**config.mk**
```make
export PLATFORM = sky130hd
export DESIGN_NAME = uart_tx_buffered
export DESIGN_NICKNAME = d
export VERILOG_FILES = /design/src/rtl/uart_tx_buffered_pkg.sv /design/src/rtl/uart_tx_buffered.sv
export SDC_FILE = /design/constraint.sdc
export NUM_CORES = 1
export LEC_CHECK = 0
export ABC_CLOCK_PERIOD_IN_PS = 3500
export BUFFER_PORTS_ARGS = -buffer_cell sky130_fd_sc_hd__buf_2
export CAP_MARGIN = 20
export CORE_MARGIN = 2
export CORE_UTILIZATION = 51
export CTS_BUF_LIST = sky130_fd_sc_hd__clkbuf_16
export DETAILED_ROUTE_END_ITERATION = 8
export PLACE_DENSITY = 0.8
export SLEW_MARGIN = 30
export SYNTH_ARGS = -nofsm -noshare
export SYNTH_HDL_FRONTEND = slang
export SYNTH_SLANG_ARGS = --single-unit
```
**constraint.sdc**
```tcl
create_clock -name i_clk -period 3.5 [get_ports i_clk]
set_input_delay 0.7 -clock i_clk [delete_from_list [all_inputs] [get_ports i_clk]]
set_output_delay 0.7 -clock i_clk [all_outputs]
set_load 0.01 [all_outputs]
```
**src/rtl/uart_tx_buffered_pkg.sv**
```systemverilog
// Shared UART definitions: FSM state encodings and default timing constants,
// common to the transmitter and its receive-side sibling.
package uart_tx_buffered_pkg;

  typedef enum logic [1:0] {
    IDLE  = 2'b00,
    START = 2'b01,
    DATA  = 2'b10,
    STOP  = 2'b11
  } tx_state_t;

  localparam int DEF_NB_DATA    = 8;
  localparam int DEF_OVERSAMPLE = 16;
  localparam int DEF_SB_TICK    = 16;

  // One tick counter serves both bit and stop periods, so size it for the longer one.
  function automatic int tick_width(input int oversample, input int sb_tick);
    int m;
    m = (oversample > sb_tick) ? oversample : sb_tick;
    return (m > 1) ? $clog2(m) : 1;
  endfunction

endpackage

```
**src/rtl/uart_tx_buffered.sv**
```systemverilog
// 8N1 UART transmitter paced by an external oversampling tick, with a one-deep
// pending byte so a result arriving mid-frame follows without an idle gap.
module uart_tx_buffered
  import uart_tx_buffered_pkg::*;
#(
  parameter int NB_DATA    = DEF_NB_DATA,
  parameter int OVERSAMPLE = DEF_OVERSAMPLE,
  parameter int SB_TICK    = DEF_SB_TICK
) (
  input  logic               i_clk,
  input  logic               i_reset,
  input  logic               i_tick,
  input  logic               i_tx_start,
  input  logic [NB_DATA-1:0] i_data,
  output logic               o_tx,
  output logic               o_tx_done,
  output logic               o_busy,
  output logic               o_overrun,
  output tx_state_t          o_state
);

  localparam int TW = tick_width(OVERSAMPLE, SB_TICK);
  localparam int BW = (NB_DATA > 1) ? $clog2(NB_DATA) : 1;
  localparam logic [TW-1:0] OS_LAST  = TW'(OVERSAMPLE - 1);
  localparam logic [TW-1:0] SB_LAST  = TW'(SB_TICK - 1);
  localparam logic [BW-1:0] BIT_LAST = BW'(NB_DATA - 1);

  tx_state_t          state, state_n;
  logic [TW-1:0]      tick_cnt, tick_n;
  logic [BW-1:0]      bit_cnt, bit_n;
  logic [NB_DATA-1:0] shift, shift_n;
  logic [NB_DATA-1:0] pend_data, pend_n;
  logic               pend_valid, pend_v_n;
  logic               tx_reg, tx_c;
  logic               done_c, overrun_c;

  always_ff @(posedge i_clk or posedge i_reset) begin
    if (i_reset) begin
      state      <= IDLE;
      tick_cnt   <= '0;
      bit_cnt    <= '0;
      shift      <= '0;
      pend_data  <= '0;
      pend_valid <= 1'b0;
      tx_reg     <= 1'b1;
    end else begin
      state      <= state_n;
      tick_cnt   <= tick_n;
      bit_cnt    <= bit_n;
      shift      <= shift_n;
      pend_data  <= pend_n;
      pend_valid <= pend_v_n;
      tx_reg     <= tx_c;
    end
  end

  always_comb begin
    state_n   = state;
    tick_n    = tick_cnt;
    bit_n     = bit_cnt;
    shift_n   = shift;
    pend_n    = pend_data;
    pend_v_n  = pend_valid;
    tx_c      = 1'b1;
    done_c    = 1'b0;
    overrun_c = 1'b0;

    case (state)
      IDLE: begin
        if (i_tx_start) begin
          shift_n = i_data;
          state_n = START;
          tick_n  = '0;
        end
      end
      START: begin
        tx_c = 1'b0;
        if (i_tick) begin
          if (tick_cnt == OS_LAST) begin
            state_n = DATA;
            tick_n  = '0;
            bit_n   = '0;
          end else begin
            tick_n = tick_cnt + TW'(1);
          end
        end
      end
      DATA: begin
        tx_c = shift[0];
        if (i_tick) begin
          if (tick_cnt == OS_LAST) begin
            tick_n  = '0;
            shift_n = shift >> 1;
            if (bit_cnt == BIT_LAST) begin
              state_n = STOP;
            end else begin
              bit_n = bit_cnt + BW'(1);
            end
          end else begin
            tick_n = tick_cnt + TW'(1);
          end
        end
      end
      STOP: begin
        if (i_tick) begin
          if (tick_cnt == SB_LAST) begin
            done_c = 1'b1;
            tick_n = '0;
            // A start landing on the completion cycle queues behind any pending byte.
            if (pend_valid) begin
              shift_n  = pend_data;
              state_n  = START;
              pend_v_n = i_tx_start;
              if (i_tx_start) begin
                pend_n = i_data;
              end
            end else if (i_tx_start) begin
              shift_n = i_data;
              state_n = START;
            end else begin
              state_n = IDLE;
            end
          end else begin
            tick_n = tick_cnt + TW'(1);
          end
        end
      end
      default: state_n = IDLE;
    endcase

    if (i_tx_start && (state != IDLE) && !done_c) begin
      if (!pend_valid) begin
        pend_n   = i_data;
        pend_v_n = 1'b1;
      end else begin
        overrun_c = 1'b1;
      end
    end
  end

  assign o_tx      = tx_reg;
  assign o_tx_done = done_c;
  assign o_busy    = (state != IDLE);
  assign o_overrun = overrun_c;
  assign o_state   = state;

endmodule

```
==> results <==
- The final count of hold timing violations is 0.
- The post-route cell area is 0.001819 mm².
- The timing-limited maximum frequency is 381.4 MHz.
- The floorplan has 20 rows.
- In this run the worst path has a maximum fanout of 13.
- Before antenna repair, the detailed router went through 4 iterations.
- The part of the power in the clock network is 18.8%.
- The cell depth of the worst setup path is 5.
- The flow ran to the end, and the final reports show no timing, DRC or antenna violations.
- The post-synthesis sequential element count is 27.
- The die covers 0.003668 mm².
- The data required time at the worst endpoint is 2.80 ns.
- The overall power of the completed layout is 1.401 mW.
- The path category of the worst min-delay check is input port to async pin.
- Compared with the post-synthesis result, the final layout area differs by 11.50%.
- Measured on the finished design, the core utilization comes to 59.59%.
- In this run the cell area of the synthesized design comes to 0.001632 mm².
- After clock tree synthesis, the repair step resized 0 gates.
- The number of buffers and inverters on the critical path is 2.
- For this run, the total global-route usage over all layers was measured as 20.28%.
- The relative slew slack is 59.25%.
- The number of buffers on the longest clock path is 2.
- Dividing the final minimum period by the clock period gives 74.91%.
- The final count of pins violating max slew is 0.
- STA classifies the critical path startpoint as a register.
- The internal portion of total power is 0.8379 mW.
- Power spread over the standard cell area amounts to 770.0 mW/mm².
- The analysis attributes to net switching a power of 0.5629 mW.
- sky130_fd_sc_hd__dfrtp_1 takes more of the synthesized area than any other cell.
- Global routing finished with a remaining overflow of 0.
- In the synthesized netlist, the number of instances is 160.
- The insertion delay of the later-clocked pin in the worst-skew pair is 0.26 ns.
- The clock tree root buffer cell is sky130_fd_sc_hd__clkbuf_16.
- The placeable core region is 0.003053 mm².
- The cell family contributing the most delay on the critical path is adder cells.
- After detailed routing, the total wire length is 3361 µm.
- The arrival time of data at the critical path endpoint is 1.92 ns.
- The worst flop-to-flop path endpoint is shift[1].
- The setup TNS is 0 ns.
- Synthesis produced a netlist with a net count of 180.
- The clock drives 27 sinks.
- Cells with a size suffix above 1 make up 28.74% of the layout.
- Clock tree synthesis inserted a total of 3 buffers.
- The number of distinct library cells after synthesis is 34.
- The final estimated routing congestion in global placement is 0.9248.
- The chip width is 60.56 µm.
- The maximum level of the CTS H-tree is 1.
- Dividing the detail-routed wire length by the instance count gives 15.42 µm.
- The filler cell count in the final layout is 256.
- In this run switching power makes up 40.18% of total power.
- The number of antenna violations at the first check in global routing came to 0.
- The fraction of post-synthesis cell area in the top cell type by area is 39.88%.
- Summed over all nets, the half-perimeter wirelength after detailed placement is 2328 µm.
- The number of global-route vias before repair is 1228.
- The reported leakage power is 0.8599 nW.
- The share of total power dissipated in combinational logic is 45.6%.
- Using the TritonRoute via totals, the vias-per-cell ratio works out to 5.743.
- The library cells used most frequently in the layout, excluding fill and tap cells, are sky130_fd_sc_hd__dfrtp_1 (26), sky130_fd_sc_hd__mux2_2 (23), sky130_fd_sc_hd__nand2_1 (17), sky130_fd_sc_hd__buf_2 (17), sky130_fd_sc_hd__o21ai_0 (16).
- After clock tree synthesis, the clock-pin slew on the worst setup and hold paths is 0.07 ns.
- Setup repair after global routing left no endpoint under its margin.
- The count of antenna diodes in the layout is 0.
- After detailed placement, the total cell area comes to 0.001733 mm².
- The die is 60.56 µm tall.
- Sorting the synthesized cells by area gives the leading types as sky130_fd_sc_hd__dfrtp_1 (40%), sky130_fd_sc_hd__mux2_2 (16%), sky130_fd_sc_hd__ha_1 (6.1%), sky130_fd_sc_hd__a22o_1 (5.4%), sky130_fd_sc_hd__o21ai_0 (4.9%).
- The total of buffers placed on input and output ports is 17.
- After clock tree synthesis, the setup repair step added 0 buffers.
- Counting I/O delays and the setup requirement, the final critical path takes 2.622 ns.
- For this run, the number of Yosys warnings is 0.
- The initial utilization of the core area, before any placement, comes to 53.44%.
- The number of primary I/O pins is 18.
- The first global-routing pass estimated 5533 µm of wire.
- Leaving out fill and tap cells, the most frequent cell in the layout is sky130_fd_sc_hd__dfrtp_1.
- The number of nets with antenna violations after detailed routing is 0.
- The mean post-synth cell area is 10.20 µm².
- After detailed routing, the number of remaining DRC violations is 0.
- The setup skew after layout is 0.005049 ns.
- The total of hold buffers inserted after clock tree synthesis is 0.
- On the critical path, the stage with the largest delay is an instance of sky130_fd_sc_hd__ha_1.
- The max-capacitance violation count is 0.
- Of the total power, registers draw 35.5%.
- For the pin with the worst max-slew slack, the measured transition is 0.6112 ns.
- TritonCTS built the clock tree.
- The part of the Yosys area used for sequential elements is 41.49%.
- The signal on the critical path passes through ha_1 > inv_1 > o21ai_2 > nor3b_1 > buf_2.
- The pin count of the biggest net entering global routing is 28.
- Setup violations remaining at the end of the flow were counted as 0.
- STA classifies the critical path endpoint as an output port.
- The kind of critical path is register to output port.
- The worst-case IR drop observed on VDD is 0.0004637 V.
- The worst register-to-register path begins at o_state[0].
- Across all register-to-register paths, the minimum setup slack is 1.20 ns.
- The number of vias in the routed layout is 1252.
- The number of cells on the worst reg-to-reg path is 5.
- The post-layout net count is 195.
- The count of routing violations after the opening detailed-route iteration is 53.
- The critical path's largest stage delay is 0.50 ns.
==> power by group through the flow <==
stage / logic, mW / clock network (mW) / registers [mW]
final: 0.639 / 0.264 / 0.498
after global routing: 0.713 / 0.279 / 0.510
after CTS: 0.627 / 0.266 / 0.495
after detailed placement: 0.615 / 0 / 0.500
after global placement: 0.586 / 0 / 0.491
after floorplan: 0.492 / 0 / 0.487
==> metrics by stage <==
stage	worst slack [ns]	hold slack (ns)	cells
after global routing	0.7400	0.5113	218
after floorplan	1.394	0.4679	160
after global placement	1.114	0.4836	214
after CTS	0.8678	0.5035	218
final	0.8782	0.4809	218
after detailed placement	0.9078	0.4884	214
==> synth_stat cells <==
library cell / number
sky130_fd_sc_hd__nand3_1: 3
sky130_fd_sc_hd__dfrtp_1: 26
sky130_fd_sc_hd__nand2b_1: 1
sky130_fd_sc_hd__o41ai_1: 2
sky130_fd_sc_hd__ha_1: 8
sky130_fd_sc_hd__a21oi_1: 11
sky130_fd_sc_hd__a21o_1: 2
sky130_fd_sc_hd__mux2_2: 23
sky130_fd_sc_hd__o21ba_2: 1
sky130_fd_sc_hd__o21ai_2: 1
sky130_fd_sc_hd__or3_1: 1
sky130_fd_sc_hd__mux2i_1: 3
sky130_fd_sc_hd__inv_1: 8
sky130_fd_sc_hd__a211oi_1: 1
sky130_fd_sc_hd__buf_2: 4
sky130_fd_sc_hd__dfstp_2: 1
sky130_fd_sc_hd__and4_1: 1
sky130_fd_sc_hd__o211ai_4: 1
sky130_fd_sc_hd__buf_6: 1
sky130_fd_sc_hd__nor2_1: 4
sky130_fd_sc_hd__o22ai_1: 1
sky130_fd_sc_hd__o21ai_0: 16
sky130_fd_sc_hd__o21ai_1: 2
sky130_fd_sc_hd__a21boi_0: 1
sky130_fd_sc_hd__a2111o_1: 1
sky130_fd_sc_hd__nor2b_1: 2
sky130_fd_sc_hd__clkbuf_1: 1
sky130_fd_sc_hd__buf_1: 1
sky130_fd_sc_hd__a22o_1: 10
sky130_fd_sc_hd__nor3_1: 1
sky130_fd_sc_hd__a31oi_1: 2
sky130_fd_sc_hd__nand2_1: 17
sky130_fd_sc_hd__nand4_1: 1
sky130_fd_sc_hd__nor3b_1: 1
==> routing by layer <==
layer	track usage [%]	vias up	part of all wire (%)
met4	7.764	0	2.0
met5	0	-	0
met2	32.26	19	47
met3	4.264	8	2.9
met1	27.31	610	48
li1	-	615	-
==> cell families after synthesis <==
family	synth area share, %
buffers and inverters	4.217
muxes	17.71
DFF	41.49
and+or+nand+nor	8.972
AOI/OAI and AO/OA	21.47
adders and majority gates	6.135
==> worst max path at each step <==
stage / startpoint / to
after global placement: o_state[0] / shift[3]
after floorplan: i_tick / o_overrun
after CTS: o_state[0] / shift[1]
after detailed placement: o_state[0] / shift[7]
final: o_state[1] / o_overrun
after global routing: o_state[1] / o_overrun
==> area by class of cell <==
class	instances	area, µm²	area share, %
Clock buffer	3	75.07	4.127
Clock inverter	1	5.005	0.2751
Inverter	8	30.03	1.651
Multi-Input combinational cell	118	892.1	49.04
Sequential cell	27	676.9	37.21
Tap cell	44	55.05	3.026
Timing Repair Buffer	17	85.08	4.677
==> sequential cells by signal (all words and copies together) (netlist names) <==
register	flops
pend_valid	1
o_tx	1
tick_cnt	4
pend_data	8
shift	8
bit_cnt	3
o_state	2
Note: power is estimated with default switching activity, not from simulation.
